**src/rtl/ex_mem_pkg.sv**
```systemverilog
// Shared widths, stall indices, constants and payload types for the EX/MEM pipeline register.
// Optional stall performance counters are enabled with EX_MEM_STALL_PERF_EN.
package ex_mem_pkg;

  localparam int unsigned DATA_W  = 32;
  localparam int unsigned ADDR_W  = 5;
  localparam int unsigned STALL_W = 6;
  localparam int unsigned CNT_W   = 2;
  localparam int unsigned HILO_W  = 2 * DATA_W;
  localparam int unsigned PERF_W  = 32;

  localparam int unsigned STALL_EX  = 3;
  localparam int unsigned STALL_MEM = 4;

  localparam logic [DATA_W-1:0] ZERO_WORD     = '0;
  localparam logic              WRITE_ENABLE  = 1'b1;
  localparam logic              WRITE_DISABLE = 1'b0;
  localparam logic              RST_ENABLE    = 1'b1;

  // What the register does on an edge once rst and flush have been ruled out.
  typedef enum logic [1:0] {
    ACT_ADVANCE = 2'd0,
    ACT_BUBBLE  = 2'd1,
    ACT_HOLD    = 2'd2,
    ACT_ILLEGAL = 2'd3
  } stage_act_e;

  typedef struct packed {
    logic [ADDR_W-1:0] wd;
    logic              wreg;
    logic [DATA_W-1:0] wdata;
    logic              whilo;
    logic [DATA_W-1:0] hi;
    logic [DATA_W-1:0] lo;
  } mem_payload_t;

  typedef struct packed {
    logic [HILO_W-1:0] hilo;
    logic [CNT_W-1:0]  cnt;
  } loop_state_t;

  // Only the EX and MEM stall bits matter to this stage.
  function automatic stage_act_e stall_decode(input logic ex_stall, input logic mem_stall);
    stage_act_e act;
    unique case ({ex_stall, mem_stall})
      2'b00:   act = ACT_ADVANCE;
      2'b10:   act = ACT_BUBBLE;
      2'b11:   act = ACT_HOLD;
      default: act = ACT_ILLEGAL;
    endcase
    return act;
  endfunction

endpackage

```
**src/rtl/ex_mem_if.sv**
```systemverilog
// EX/MEM stage bus: execute results and stall control in, memory-stage results and loop-back out.
// bubble_cnt/hold_cnt exist only when EX_MEM_STALL_PERF_EN is defined.
interface ex_mem_if;
  import ex_mem_pkg::*;

  logic [STALL_W-1:0] stall;
  logic               flush;

  logic [ADDR_W-1:0]  ex_wd;
  logic               ex_wreg;
  logic [DATA_W-1:0]  ex_wdata;
  logic               ex_whilo;
  logic [DATA_W-1:0]  ex_hi;
  logic [DATA_W-1:0]  ex_lo;
  logic [HILO_W-1:0]  hilo_i;
  logic [CNT_W-1:0]   cnt_i;

  logic [ADDR_W-1:0]  mem_wd;
  logic               mem_wreg;
  logic [DATA_W-1:0]  mem_wdata;
  logic               mem_whilo;
  logic [DATA_W-1:0]  mem_hi;
  logic [DATA_W-1:0]  mem_lo;
  logic [HILO_W-1:0]  hilo_o;
  logic [CNT_W-1:0]   cnt_o;

`ifdef EX_MEM_STALL_PERF_EN
  logic [PERF_W-1:0]  bubble_cnt;
  logic [PERF_W-1:0]  hold_cnt;
`endif

  // Pipeline register side.
  modport slave (
    input  stall, flush,
    input  ex_wd, ex_wreg, ex_wdata, ex_whilo, ex_hi, ex_lo, hilo_i, cnt_i,
    output mem_wd, mem_wreg, mem_wdata, mem_whilo, mem_hi, mem_lo, hilo_o, cnt_o
`ifdef EX_MEM_STALL_PERF_EN
    , output bubble_cnt, output hold_cnt
`endif
  );

  // Execute stage / stall controller side.
  modport master (
    output stall, flush,
    output ex_wd, ex_wreg, ex_wdata, ex_whilo, ex_hi, ex_lo, hilo_i, cnt_i,
    input  mem_wd, mem_wreg, mem_wdata, mem_whilo, mem_hi, mem_lo, hilo_o, cnt_o
`ifdef EX_MEM_STALL_PERF_EN
    , input bubble_cnt, input hold_cnt
`endif
  );

endinterface

```
**src/rtl/ex_mem.sv**
```systemverilog
// EX/MEM pipeline register: advance, bubble or hold per the stall vector; flush clears everything.
// Define EX_MEM_STALL_PERF_EN to add bubble/hold cycle counters.
module ex_mem
  import ex_mem_pkg::*;
(
  input  logic     clk,
  input  logic     rst,
  ex_mem_if.slave  bus
);

  mem_payload_t mem_q, mem_d;
  loop_state_t  loop_q, loop_d;
  mem_payload_t ex_payload_c;
  stage_act_e   act_c;
  logic         stall_unused_c;

  assign act_c = stall_decode(bus.stall[STALL_EX], bus.stall[STALL_MEM]);
  assign stall_unused_c = ^{bus.stall[STALL_W-1], bus.stall[STALL_EX-1:0]};

  always_comb begin
    ex_payload_c       = '0;
    ex_payload_c.wd    = bus.ex_wd;
    ex_payload_c.wreg  = bus.ex_wreg ? WRITE_ENABLE : WRITE_DISABLE;
    ex_payload_c.wdata = bus.ex_wdata;
    ex_payload_c.whilo = bus.ex_whilo ? WRITE_ENABLE : WRITE_DISABLE;
    ex_payload_c.hi    = bus.ex_hi;
    ex_payload_c.lo    = bus.ex_lo;
  end

  // Next-state: flush aborts everything, otherwise follow the stall decode.
  always_comb begin
    mem_d  = mem_q;
    loop_d = loop_q;
    if (bus.flush) begin
      mem_d  = '0;
      loop_d = '0;
    end else begin
      unique case (act_c)
        ACT_ADVANCE: begin
          mem_d  = ex_payload_c;
          loop_d = '0;
        end
        ACT_BUBBLE: begin
          mem_d.wd    = '0;
          mem_d.wreg  = WRITE_DISABLE;
          mem_d.wdata = ZERO_WORD;
          mem_d.whilo = WRITE_DISABLE;
          mem_d.hi    = ZERO_WORD;
          mem_d.lo    = ZERO_WORD;
          loop_d.hilo = bus.hilo_i;
          loop_d.cnt  = bus.cnt_i;
        end
        default: begin
          mem_d  = mem_q;
          loop_d = loop_q;
        end
      endcase
    end
  end

  always_ff @(posedge clk) begin
    if (rst == RST_ENABLE) begin
      mem_q  <= '0;
      loop_q <= '0;
    end else begin
      mem_q  <= mem_d;
      loop_q <= loop_d;
    end
  end

  assign bus.mem_wd    = mem_q.wd;
  assign bus.mem_wreg  = mem_q.wreg;
  assign bus.mem_wdata = mem_q.wdata;
  assign bus.mem_whilo = mem_q.whilo;
  assign bus.mem_hi    = mem_q.hi;
  assign bus.mem_lo    = mem_q.lo;
  assign bus.hilo_o    = loop_q.hilo;
  assign bus.cnt_o     = loop_q.cnt;

`ifdef EX_MEM_STALL_PERF_EN
  logic [PERF_W-1:0] bubble_cnt_q, bubble_cnt_d;
  logic [PERF_W-1:0] hold_cnt_q, hold_cnt_d;

  // Flush edges are not bubble/hold edges, so neither counter moves on them.
  always_comb begin
    bubble_cnt_d = bubble_cnt_q;
    hold_cnt_d   = hold_cnt_q;
    if (!bus.flush) begin
      if (act_c == ACT_BUBBLE) begin
        bubble_cnt_d = bubble_cnt_q + PERF_W'(1);
      end
      if (act_c == ACT_HOLD || act_c == ACT_ILLEGAL) begin
        hold_cnt_d = hold_cnt_q + PERF_W'(1);
      end
    end
  end

  always_ff @(posedge clk) begin
    if (rst == RST_ENABLE) begin
      bubble_cnt_q <= '0;
      hold_cnt_q   <= '0;
    end else begin
      bubble_cnt_q <= bubble_cnt_d;
      hold_cnt_q   <= hold_cnt_d;
    end
  end

  assign bus.bubble_cnt = bubble_cnt_q;
  assign bus.hold_cnt   = hold_cnt_q;
`endif

  // EX running while MEM is stalled would drop an instruction; it is held instead.
  illegal_stall_a: assert property (@(posedge clk) disable iff (rst == RST_ENABLE)
                                    act_c != ACT_ILLEGAL);

endmodule
```
**src/flat_wrapper.sv**
```systemverilog
// flat-port wrapper written by rule: the top's interface ports become plain ports
module ex_mem_flat import ex_mem_pkg::*;
  (clk, rst, bus_stall, bus_flush, bus_ex_wd, bus_ex_wreg, bus_ex_wdata, bus_ex_whilo, bus_ex_hi, bus_ex_lo, bus_hilo_i, bus_cnt_i, bus_mem_wd, bus_mem_wreg, bus_mem_wdata, bus_mem_whilo, bus_mem_hi, bus_mem_lo, bus_hilo_o, bus_cnt_o);
  ex_mem_if bus_i ();
  input  logic clk;
  input  logic rst;
  input wire logic [$bits(bus_i.stall)-1:0] bus_stall;
  input wire logic [$bits(bus_i.flush)-1:0] bus_flush;
  input wire logic [$bits(bus_i.ex_wd)-1:0] bus_ex_wd;
  input wire logic [$bits(bus_i.ex_wreg)-1:0] bus_ex_wreg;
  input wire logic [$bits(bus_i.ex_wdata)-1:0] bus_ex_wdata;
  input wire logic [$bits(bus_i.ex_whilo)-1:0] bus_ex_whilo;
  input wire logic [$bits(bus_i.ex_hi)-1:0] bus_ex_hi;
  input wire logic [$bits(bus_i.ex_lo)-1:0] bus_ex_lo;
  input wire logic [$bits(bus_i.hilo_i)-1:0] bus_hilo_i;
  input wire logic [$bits(bus_i.cnt_i)-1:0] bus_cnt_i;
  output wire logic [$bits(bus_i.mem_wd)-1:0] bus_mem_wd;
  output wire logic [$bits(bus_i.mem_wreg)-1:0] bus_mem_wreg;
  output wire logic [$bits(bus_i.mem_wdata)-1:0] bus_mem_wdata;
  output wire logic [$bits(bus_i.mem_whilo)-1:0] bus_mem_whilo;
  output wire logic [$bits(bus_i.mem_hi)-1:0] bus_mem_hi;
  output wire logic [$bits(bus_i.mem_lo)-1:0] bus_mem_lo;
  output wire logic [$bits(bus_i.hilo_o)-1:0] bus_hilo_o;
  output wire logic [$bits(bus_i.cnt_o)-1:0] bus_cnt_o;
  assign bus_i.stall = bus_stall;
  assign bus_i.flush = bus_flush;
  assign bus_i.ex_wd = bus_ex_wd;
  assign bus_i.ex_wreg = bus_ex_wreg;
  assign bus_i.ex_wdata = bus_ex_wdata;
  assign bus_i.ex_whilo = bus_ex_whilo;
  assign bus_i.ex_hi = bus_ex_hi;
  assign bus_i.ex_lo = bus_ex_lo;
  assign bus_i.hilo_i = bus_hilo_i;
  assign bus_i.cnt_i = bus_cnt_i;
  assign bus_mem_wd = bus_i.mem_wd;
  assign bus_mem_wreg = bus_i.mem_wreg;
  assign bus_mem_wdata = bus_i.mem_wdata;
  assign bus_mem_whilo = bus_i.mem_whilo;
  assign bus_mem_hi = bus_i.mem_hi;
  assign bus_mem_lo = bus_i.mem_lo;
  assign bus_hilo_o = bus_i.hilo_o;
  assign bus_cnt_o = bus_i.cnt_o;
  ex_mem u_core (.clk(clk), .rst(rst), .bus(bus_i));
endmodule
```
**config.mk**
```make
export PLATFORM = sky130hd
export DESIGN_NAME = ex_mem_flat
export DESIGN_NICKNAME = d
export VERILOG_FILES = /design/src/rtl/ex_mem_pkg.sv /design/src/rtl/ex_mem_if.sv /design/src/rtl/ex_mem.sv /design/src/flat_wrapper.sv
export SDC_FILE = /design/constraint.sdc
export NUM_CORES = 1
export LEC_CHECK = 0
export BUFFER_PORTS_ARGS = -buffer_cell sky130_fd_sc_hd__buf_2
export CAP_MARGIN = 20
export CORE_AREA = 2 2 135 137
export CTS_CLUSTER_SIZE = 28
export DETAILED_ROUTE_END_ITERATION = 8
export DIE_AREA = 0 0 137 139
export GPL_TIMING_DRIVEN = 0
export PLACE_DENSITY = 0.73
export SKIP_LAST_GASP = 1
export SLEW_MARGIN = 20
export SYNTH_ARGS = -nofsm -noshare
export SYNTH_HDL_FRONTEND = slang
export SYNTH_SLANG_ARGS = --single-unit
```
**constraint.sdc**
```tcl
create_clock -name clk -period 2.05 [get_ports clk]
set_input_delay 0.1025 -clock clk [delete_from_list [all_inputs] [get_ports clk]]
set_output_delay 0.1025 -clock clk [all_outputs]
set_load 0.02 [all_outputs]
```
# [Word level (Yosys, flattened, before mapping)]
# Cells that the tools add are included.
[op_classes] mux=5 div=0 add_sub_neg=0 order_cmp=0 bitwise_logic=0 reduce_logical=4 n_mul=0 shift=0 eq_ne=3
[op_table] operator="case mux 103 bit (2 select lines)" n=1
[op_table] operator="case mux 66 bit (2 select lines)" n=1
[op_table] operator="case mux 2 bit (3 select lines)" n=1
[op_table] operator="== test 2 bit, second input constant" n=2
[op_table] operator="logical NOT 2 bit" n=2
[op_table] operator="== test 2 x 1 -> 1 bit, second input constant" n=1
[op_table] operator="two-way mux 1 bit" n=2
[op_table] operator="nonzero test 2 bit" n=1
[op_table] operator="OR reduction 2 bit" n=1
[word_totals] out_inout_bits=169 ram_bits=0 latch_bits=0 inputBits=178 elab_cells=20 romBits=0 ff_bits=169 memories=0

# [Longest topological paths before layout]
# Gate-level depths: netlist of run 1.
[depth] word_depth=4 depth_mapped=5 mapped_depth_nobuf=2

# [Worst setup path before layout of run 1]
# Ideal clock, no wire load.
[synth_path] path_type="input to register" from="input port rst" to="register u_core.loop_q, in the netlist u_core.bus.hilo_o[44]" path_stages=5 path_buffers=3 path_slack_ns=1.079 t_arrival_ns=0.900 cell_sequence="or2_1 > buf_2 > buf_2 > clkbuf_1 > a21oi_1"
[synth_via] elab_chain_cells=1
[synth_rtl] item="start, declared" line="flat_wrapper.sv:6" text="input logic rst;"
[synth_rtl] item="OR reduction 2 bit (no source line)"
[synth_rtl] item="end signal, assigned" line="ex_mem.sv:67" text="loop_q <= loop_d;"
[synth_rtl] item="end, declared" line="ex_mem.sv:12" text="loop_state_t loop_q, loop_d;"
# Every way passes these cells.
# A chain may end at the register's enable or synchronous reset.

# [Worst setup path in the final report of run 1]
[layout_path] from="register u_core.loop_q, in the netlist u_core.bus.hilo_o[38]" to="output port bus_hilo_o[38]"
[layout_lines] item="end, declared" line="flat_wrapper.sv:23" text="output wire logic [$bits(bus_i.hilo_o)-1:0] bus_hilo_o;"
# No word-level cell between the ends.

==> out/metrics.yaml, run 1 <==
floorplan:
  chipHeight_um: 139
  coreArea_um2: 17700
  die_w_um: 137
  num_rows: 49
  ios: 347
  dieArea_um2: 19000
  initial_core_util: 0.376
sta:
  tns_ps: 0
  fin_skew_ps: 0
  worst_hold_slack_ps: 17.5
  fmax_ghz: 0.908
  fin_crit_ps: 1100
  rsz0062_at_grt: "false"
  final-hold-violation-count: 0
  tightest_slew_ps: 706
  finalMaxSlewViolations: 0
  slew_headroom: 0.530
  fin_crit_sh: 0.538
  setup_viol: 0
global_routing:
  track_usage: 0.236
  grt_max_degree: 17
  grt_pass1_wl_mm: 35.1
  grt_pass1_vias: 6839
  antenna_found_initial: 2
  overflow: 0
critical_path:
  cp_cell_sequence: "buf_2"
  start_kind: "register"
  critPathRequiredTime_ps: 1950
  rr_startpoint: "u_core.bus.hilo_o[4]$_SDFFE_PP0P_"
  slowest_delay_ps: 390
  path_class: "reg2out"
  cpMaxStageDelayCell: "dfxtp_1"
  path_buf_inv: 1
  ff2ff_setup_slack_ps: 1380
  arrival_ps: 1000
  worstReg2RegEnd: "u_core.bus.hilo_o[4]$_SDFFE_PP0P_"
  critPathCaptureType: "primary output"
  path_max_fanout: 2
  ff2ff_path_depth: 2
  crit_family: "flip-flops"
pwr:
  switchingPower_mw: 1.88
  p_int_mw: 5.57
  seq_power_share: 0.454
  p_leak_nw: 4.34
  pwr_density_cell_nw_per_um2: 750
  switching_share: 0.252
  pwr-share-clk: 0.429
  combPwrFrac: 0.118
  ir_drop_mv: 0.529
route:
  vias: 7030
  vias_per_cell: 4.93
  drt_iter0_markers: 313
  drc: 0
  drtAntennaViolNets: 0
  post_drt_wl_per_cell_um: 16.1
  drt-total-wl_mm: 22.9
  dr.pass1.iters: 4
final_layout:
  nets: 1360
  register_area_um2: 3380
  drive_above_1_share: 0.362
  multi_input_area_um2: 2880
  num-fill-cells: 1591
  area_delta_synth_final_pct: 49.5
hold_path:
  worstHoldStart: "bus_ex_hi[8]"
  whs_endpoint: "u_core.bus.mem_hi[8]$_SDFFE_PP0P_"
  hold_path.class: "in2reg"
  holdPathStages: 3
clock_tree:
  cts_buffers: 17
  cts_buffer_depth: 2
  clk_pin_slew_ps: 60
  htree_levels: 4
  post_cts_buffers: 0
  cts_hold_buffers: 72
  clkSinkCount: 169
  cts-root-buf: "clkbuf_16"
  cts_resized: 0
  tritoncts: "yes"
  clkLatencyLatePin_ps: 420
placement:
  hpwlAfterDp_mm: 16.1
  portBuffers: 340
  gp_congestion: 0.853
flow_run:
  maxCapViolCount: 0
yosys:
  ys_seq_area_frac: 0.509
  syn_nets: 929
  syn_area_per_cell_um2: 8.85
  ys_warn_count: 0
  ys_ff_latch: 169
  syn_area_um2: 6640
  syn_inst: 751
  yosysUniqueCellTypes: 13
status:
  status: "finished, final reports clean"
-- final cells by class --
cell class,count,share of cell area
Sequential cell,169,0.341
Multi-Input combinational cell,508,0.290
Timing Repair Buffer,412,0.244
Clock buffer,19,0.0436
Buffer,74,0.0378
Tap cell,229,0.0288
Clock inverter,13,0.0145
Antenna cell,2,0.000504
-- through the flow --
step           utilization  cell area [µm²]  setup WS [ps]  std cells  power [mW]
6_report             0.563             9930            948       1426        7.45
5_1_grt              0.562             9930            866       1425        7.74
4_1_cts              0.562             9930            949       1424        7.51
3_5_place_dp         0.489             8630            556       1320        4.21
3_3_place_gp         0.489             8630            575       1320        4.21
2_1_floorplan            -             6640           1080        751        3.87
-- cell usage after synthesis --
cell | number | share of area
buf_1 | 1 | 0.00056
a21oi_1 | 169 | 0.13
or3b_1 | 82 | 0.11
nand3b_1 | 66 | 0.075
nand2_1 | 169 | 0.095
dfxtp_1 | 169 | 0.51
buf_2 | 30 | 0.023
buf_6 | 7 | 0.012
clkbuf_1 | 32 | 0.018
buf_4 | 1 | 0.0011
clkbuf_2 | 3 | 0.0023
or3b_2 | 21 | 0.028
or2_1 | 1 | 0.00094
-- registers in the layout (all words and copies together) (netlist names) --
name	count
u_core.bus.mem_hi	32
u_core.bus.mem_whilo	1
u_core.bus.mem_wreg	1
u_core.bus.mem_wdata	32
u_core.bus.mem_lo	32
u_core.bus.cnt_o	2
u_core.bus.hilo_o	64
u_core.bus.mem_wd	5
-- metal layers --
layer / wire length (µm) / global-route usage / up-vias
li1: - / - / 3430
met1: 9600 / 0.291 / 3238
met2: 11000 / 0.381 / 285
met3: 1360 / 0.0490 / 77
met4: 960 / 0.130 / 0
met5: 0 / 0 / -
-- worst max path at each step --
stage | end | cells past startpoint | startpoint | slack [ps]
2_1_floorplan | u_core.bus.hilo_o[44]$_SDFFE_PP0P_ | 5 | rst | 1080
3_3_place_gp | u_core.bus.hilo_o[15]$_SDFFE_PP0P_ | 4 | bus_stall[4] | 580
3_5_place_dp | u_core.bus.mem_lo[10]$_SDFFE_PP0P_ | 6 | rst | 560
4_1_cts | bus_hilo_o[34] | 1 | u_core.bus.hilo_o[34]$_SDFFE_PP0P_ | 950
5_1_grt | u_core.bus.hilo_o[21]$_SDFFE_PP0P_ | 4 | bus_stall[4] | 870
6_report | bus_hilo_o[38] | 1 | u_core.bus.hilo_o[38]$_SDFFE_PP0P_ | 950
-- cells by family after synthesis --
logic type	count (synthesis)	share of synthesized area
DFF	169	0.509
and+or+nand+nor	339	0.307
AOI/OAI and AO/OA	169	0.127
buffers and inverters	74	0.0565
-- power groups by stage --
stage	logic (mW)	registers, mW	clock network, mW
2_1_floorplan	0.334	3.54	0
3_3_place_gp	0.757	3.45	0
3_5_place_dp	0.760	3.45	0
4_1_cts	0.873	3.38	3.26
5_1_grt	0.953	3.39	3.40
6_report	0.877	3.38	3.20
-- placed cells by master (no fill, tap or decap), drive strengths merged, types with 4 or more instances in the layout --
cell	instances
buf	379
nand3b	66
dfxtp	169
or3b	103
inv	4
nand2	169
clkbuf	54
dlygate4sd3	72
a21oi	169
clkinv	4
Note: power is estimated with default switching activity, not from simulation.
==> inputs of run 2 (changes only) <==
Settings changed: CORE_AREA 2 2 135 137 to 2 2 136 138, DIE_AREA 0 0 137 139 to 0 0 138 140, PLACE_DENSITY 0.73 to 0.72.
Clock period 2.05 ns to 1.05 ns, I/O delays scaled along.
==> out/metrics.yaml, run 2 (same netlist as run 1, synthesis figures left out) <==
status:
  status: "finished, final reports clean"
final_layout:
  nets: 1456
  final_common_cell: "buf_2"
  largest_register_ff_count: 64
  drive_above_1_share: 0.337
  mostFrequentLayoutCells: "368 x buf_2, 169 x nand2_1, 169 x a21oi_1, 168 x dlygate4sd3_1, 168 x dfxtp_1"
  utilization: 0.612
  num-fill-cells: 1448
  area_delta_synth_final_pct: 63.9
critical_path:
  worstReg2RegEnd: "u_core.bus.hilo_o[43]$_SDFFE_PP0P_"
  slowest_delay_ps: 380
  cpMaxStageDelayCell: "dfxtp_1"
  path_class: "reg2out"
  critPathLaunch: "u_core.bus.hilo_o[43]$_SDFFE_PP0P_"
  start_kind: "register"
  ff2ff_setup_slack_ps: 390
  crit_family: "flip-flops"
  rr_startpoint: "u_core.bus.hilo_o[43]$_SDFFE_PP0P_"
  path_buf_inv: 1
  critPathCaptureType: "primary output"
  critPathRequiredTime_ps: 1000
  ff2ff_path_depth: 2
  arrival_ps: 970
  cp.depth: 1
  path_max_fanout: 2
  cp_cell_sequence: "buf_4"
sta:
  fin_skew_ps: 0
  slew_headroom: 0.578
  fmax_ghz: 0.978
  fin_crit_sh: 0.974
  setup_viol: 0
  worst_hold_slack_ps: 23.0
  finalMaxSlewViolations: 0
  final.setup.worst_slack_ps: 27.1
  tightest_slew_ps: 633
  tns_ps: 0
  final-hold-violation-count: 0
  rsz0062_at_grt: "true"
  fin_crit_ps: 1020
pwr:
  p_leak_nw: 4.74
  pwr_density_cell_nw_per_um2: 1350
  ir_drop_mv: 1.15
  power_mw: 14.7
placement:
  dp_slack_ps: -410
  hpwlAfterDp_mm: 16.1
  gp_congestion: 0.884
  portBuffers: 340
global_routing:
  antenna_found_initial: 1
  track_usage: 0.251
  overflow: 0
  grt_pass1_vias: 7632
  grt_max_degree: 17
  grt_pass1_wl_mm: 39.2
flow_run:
  maxCapViolCount: 0
route:
  dr.pass1.iters: 5
  drt_iter0_markers: 336
  post_drt_wl_per_cell_um: 16.5
  drc: 0
  drtAntennaViolNets: 0
  vias_per_cell: 4.98
  drt-total-wl_mm: 25.1
  vias: 7575
hold_path:
  whs_endpoint: "u_core.bus.mem_hi[31]$_SDFFE_PP0P_"
  hold_path.class: "in2reg"
  holdPathStages: 3
  worstHoldStart: "bus_stall[3]"
floorplan:
  die_w_um: 138
  ios: 347
  dieArea_um2: 19300
  initial_core_util: 0.374
  chipHeight_um: 140
  coreArea_um2: 17800
  num_rows: 49
clock_tree:
  cts_buffers: 17
  post_cts_buffers: 0
  clk_pin_slew_ps: 70
  clkSinkCount: 169
  clkLatencyLatePin_ps: 410
  tritoncts: "yes"
  cts_buffer_depth: 2
  cts-root-buf: "clkbuf_16"
  htree_levels: 4
run 2: cell types whose count changed in the layout (fill, tap and decap cells not counted), sizes merged:
cell / delta
buf: +1
clkbuf: -1
bufinv: -1
inv: +1
dlygate4sd3: +96
clkinv: -1
run 2: through the flow:
step / instances / cell area (µm²)
5_1_grt: 1520 / 10900
6_report: 1521 / 10900
3_5_place_dp: 1320 / 8630
2_1_floorplan: 751 / 6640
4_1_cts: 1519 / 10900
3_3_place_gp: 1320 / 8630
run 2: metal layers:
metal  up-vias  track usage  wire, µm
li1       3629            -         -
met1      3528        0.293     10200
met2       329        0.437     12400
met3        89       0.0547      1300
met4         0        0.124      1130
met5         -            0         0
run 2: report_power, final:
group / total [mW] / leakage [nW] / internal, mW / switching (mW)
Sequential: 6.60 / 1.37 / 6.54 / 0.0652
Combinational: 2.02 / 3.11 / 1.04 / 0.977
Clock: 6.11 / 0.267 / 3.35 / 2.75
run 2: worst max-delay path by stage:
stage                                         end  slack, ps
2_1_floorplan  u_core.bus.hilo_o[44]$_SDFFE_PP0P_        130
3_3_place_gp   u_core.bus.hilo_o[21]$_SDFFE_PP0P_       -390
3_5_place_dp   u_core.bus.hilo_o[18]$_SDFFE_PP0P_       -410
4_1_cts                            bus_hilo_o[34]          5
5_1_grt        u_core.bus.mem_hi[14]$_SDFFE_PP0P_        -40
6_report                           bus_hilo_o[43]         30
run 2: final cells by class:
| cell class | count | area, µm² | share of cell area |
|---|---|---|---|
| well taps | 229 | 287 | 0.0263 |
| plain buffers | 74 | 378 | 0.0347 |
| clock inverters | 12 | 115 | 0.0106 |
| flip-flops and latches | 169 | 3380 | 0.311 |
| diodes | 2 | 5.00 | 0.000460 |
| clock buffers | 19 | 443 | 0.0407 |
| multi-input cells | 508 | 2880 | 0.265 |
| repair buffers | 508 | 3390 | 0.311 |
run 2: repair_timing:
| action | 4_1_cts | 5_1_grt |
|---|---|---|
| gates resized for setup | 1 | 7 |
| endpoints found under the hold margin | 168 | 0 |
| hold buffers | 168 | 0 |
| endpoints found under the setup margin | 1 | 43 |
| pin swaps | 0 | 0 |
==> inputs of run 3 (changes only) <==
Settings changed: ABC_CLOCK_PERIOD_IN_PS from default to 1200, CORE_AREA 2 2 136 138 to default, CORE_UTILIZATION from default to 35, DIE_AREA 0 0 138 140 to default, PLACE_DENSITY 0.72 to 0.69.
Clock period 1.05 ns to 1.2 ns, I/O delays scaled along.
==> out/metrics.yaml, run 3 (same netlist as run 1, synthesis figures left out) <==
clock_tree:
  clk_pin_slew_ps: 70
  cts-root-buf: "clkbuf_16"
  htree_levels: 4
  cts_resized: 0
  cts_buffer_depth: 2
  tritoncts: "yes"
  cts_hold_buffers: 162
  cts_buffers: 17
  clkLatencyLatePin_ps: 410
  post_cts_buffers: 0
  clkSinkCount: 169
sta:
  finalMaxSlewViolations: 0
  fin_crit_ps: 1210
  setup_viol: 1
  final.setup.worst_slack_ps: -9.13
  rsz0062_at_grt: "false"
  fin_crit_sh: 1.01
  final-hold-violation-count: 0
  slew_headroom: 0.489
  tightest_slew_ps: 767
  fin_skew_ps: 0
  fmax_ghz: 0.827
critical_path:
  critPathRequiredTime_ps: 1520
  path_max_fanout: 10
  worstReg2RegEnd: "u_core.bus.cnt_o[1]$_SDFFE_PP0P_"
  critPathCaptureType: "register"
  ff2ff_setup_slack_ps: 430
  start_kind: "primary input"
  ff2ff_path_depth: 2
  arrival_ps: 1530
  path_class: "in2reg"
  rr_startpoint: "u_core.bus.cnt_o[1]$_SDFFE_PP0P_"
status:
  violations: "setup timing"
  status: "complete, but fails checks"
hold_path:
  worstHoldStart: "bus_ex_lo[31]"
  hold_path.class: "in2reg"
  whs_endpoint: "u_core.bus.mem_lo[31]$_SDFFE_PP0P_"
  holdPathStages: 3
pwr:
  pwr_density_cell_nw_per_um2: 1230
  ir_drop_mv: 0.923
  p_leak_nw: 4.74
final_layout:
  largest_register_ff_count: 64
  mostFrequentLayoutCells: "370 x buf_2, 169 x nand2_1, 169 x a21oi_1, 169 x dfxtp_1, 162 x dlygate4sd3_1"
  final_common_cell: "buf_2"
  area_delta_synth_final_pct: 63.6
  drive_above_1_share: 0.335
  stdcell_area_um2: 10900
  nets: 1450
floorplan:
  initial_core_util: 0.356
  chipHeight_um: 140
  ios: 347
  dieArea_um2: 19500
  num_rows: 50
  die_w_um: 140
  coreArea_um2: 18600
global_routing:
  track_usage: 0.244
  grt_pass1_vias: 7463
  overflow: 0
  grt_pass1_wl_mm: 38.0
  grt_max_degree: 17
  antenna_found_initial: 0
route:
  post_drt_wl_per_cell_um: 16.0
  drt-total-wl_mm: 24.3
  drtAntennaViolNets: 0
  drt_iter0_markers: 288
  vias_per_cell: 4.91
  vias: 7455
  dr.pass1.iters: 7
  drc: 0
placement:
  gp_congestion: 0.828
  dp_slack_ps: -299
  post_dp_cell_area_um2: 8640
  portBuffers: 340
  hpwlAfterDp_mm: 15.6
flow_run:
  maxCapViolCount: 0
==> run 3: stage by stage <==
step	instances	utilization	hold WS (ps)	total power, mW	TNS [ps]
detailed placement	1325	0.463	338	7.20	-23270
global placement	1325	0.463	334	7.19	-24410
finish	1519	0.583	27.0	13.3	-9.13
global route	1518	0.583	13.8	13.8	0
CTS	1518	0.583	0.173	13.4	0
floorplan	751	-	224	6.61	0
==> run 3: worst max path at each step <==
stage / start / endpoint / slack, ps / cells past startpoint
finish: bus_stall[3] / u_core.bus.cnt_o[1]$_SDFFE_PP0P_ / -9 / 6
floorplan: rst / u_core.bus.hilo_o[44]$_SDFFE_PP0P_ / 270 / 5
CTS: bus_stall[3] / u_core.bus.mem_lo[8]$_SDFFE_PP0P_ / 80 / 5
global route: bus_stall[3] / u_core.bus.cnt_o[1]$_SDFFE_PP0P_ / 4 / 6
detailed placement: bus_stall[4] / u_core.bus.hilo_o[16]$_SDFFE_PP0P_ / -300 / 4
global placement: bus_stall[4] / u_core.bus.hilo_o[20]$_SDFFE_PP0P_ / -280 / 4
==> run 3: metal layers <==
metal	track usage	up-vias	share of wire
met1	0.282	3479	0.41
met5	0	-	0
met3	0.0668	68	0.061
li1	-	3614	-
met2	0.418	294	0.49
met4	0.118	0	0.035
==> run 3: final cells by class <==
cell class,instances,area (µm²)
diodes,1,2.50
clock buffers,20,437
repair buffers,502,3320
well taps,234,293
plain buffers,74,375
clock inverters,11,173
multi-input cells,508,2880
flip-flops and latches,169,3380
fillers,1607,7770
==> run 3: report_power, final <==
| group | internal, mW | total [mW] | switching, mW |
|---|---|---|---|
| sequential | 5.72 | 5.78 | 0.0554 |
| combinational | 0.899 | 1.75 | 0.849 |
| clock | 3.49 | 5.82 | 2.33 |
| total | 10.1 | 13.3 | 3.24 |
==> run 3: critical path, stage by stage <==
cell,delay (ps)
dlygate4sd3_1,580
buf_6,180
buf_6,140
buf_4,170
nand3b_1,130
a21oi_1,260
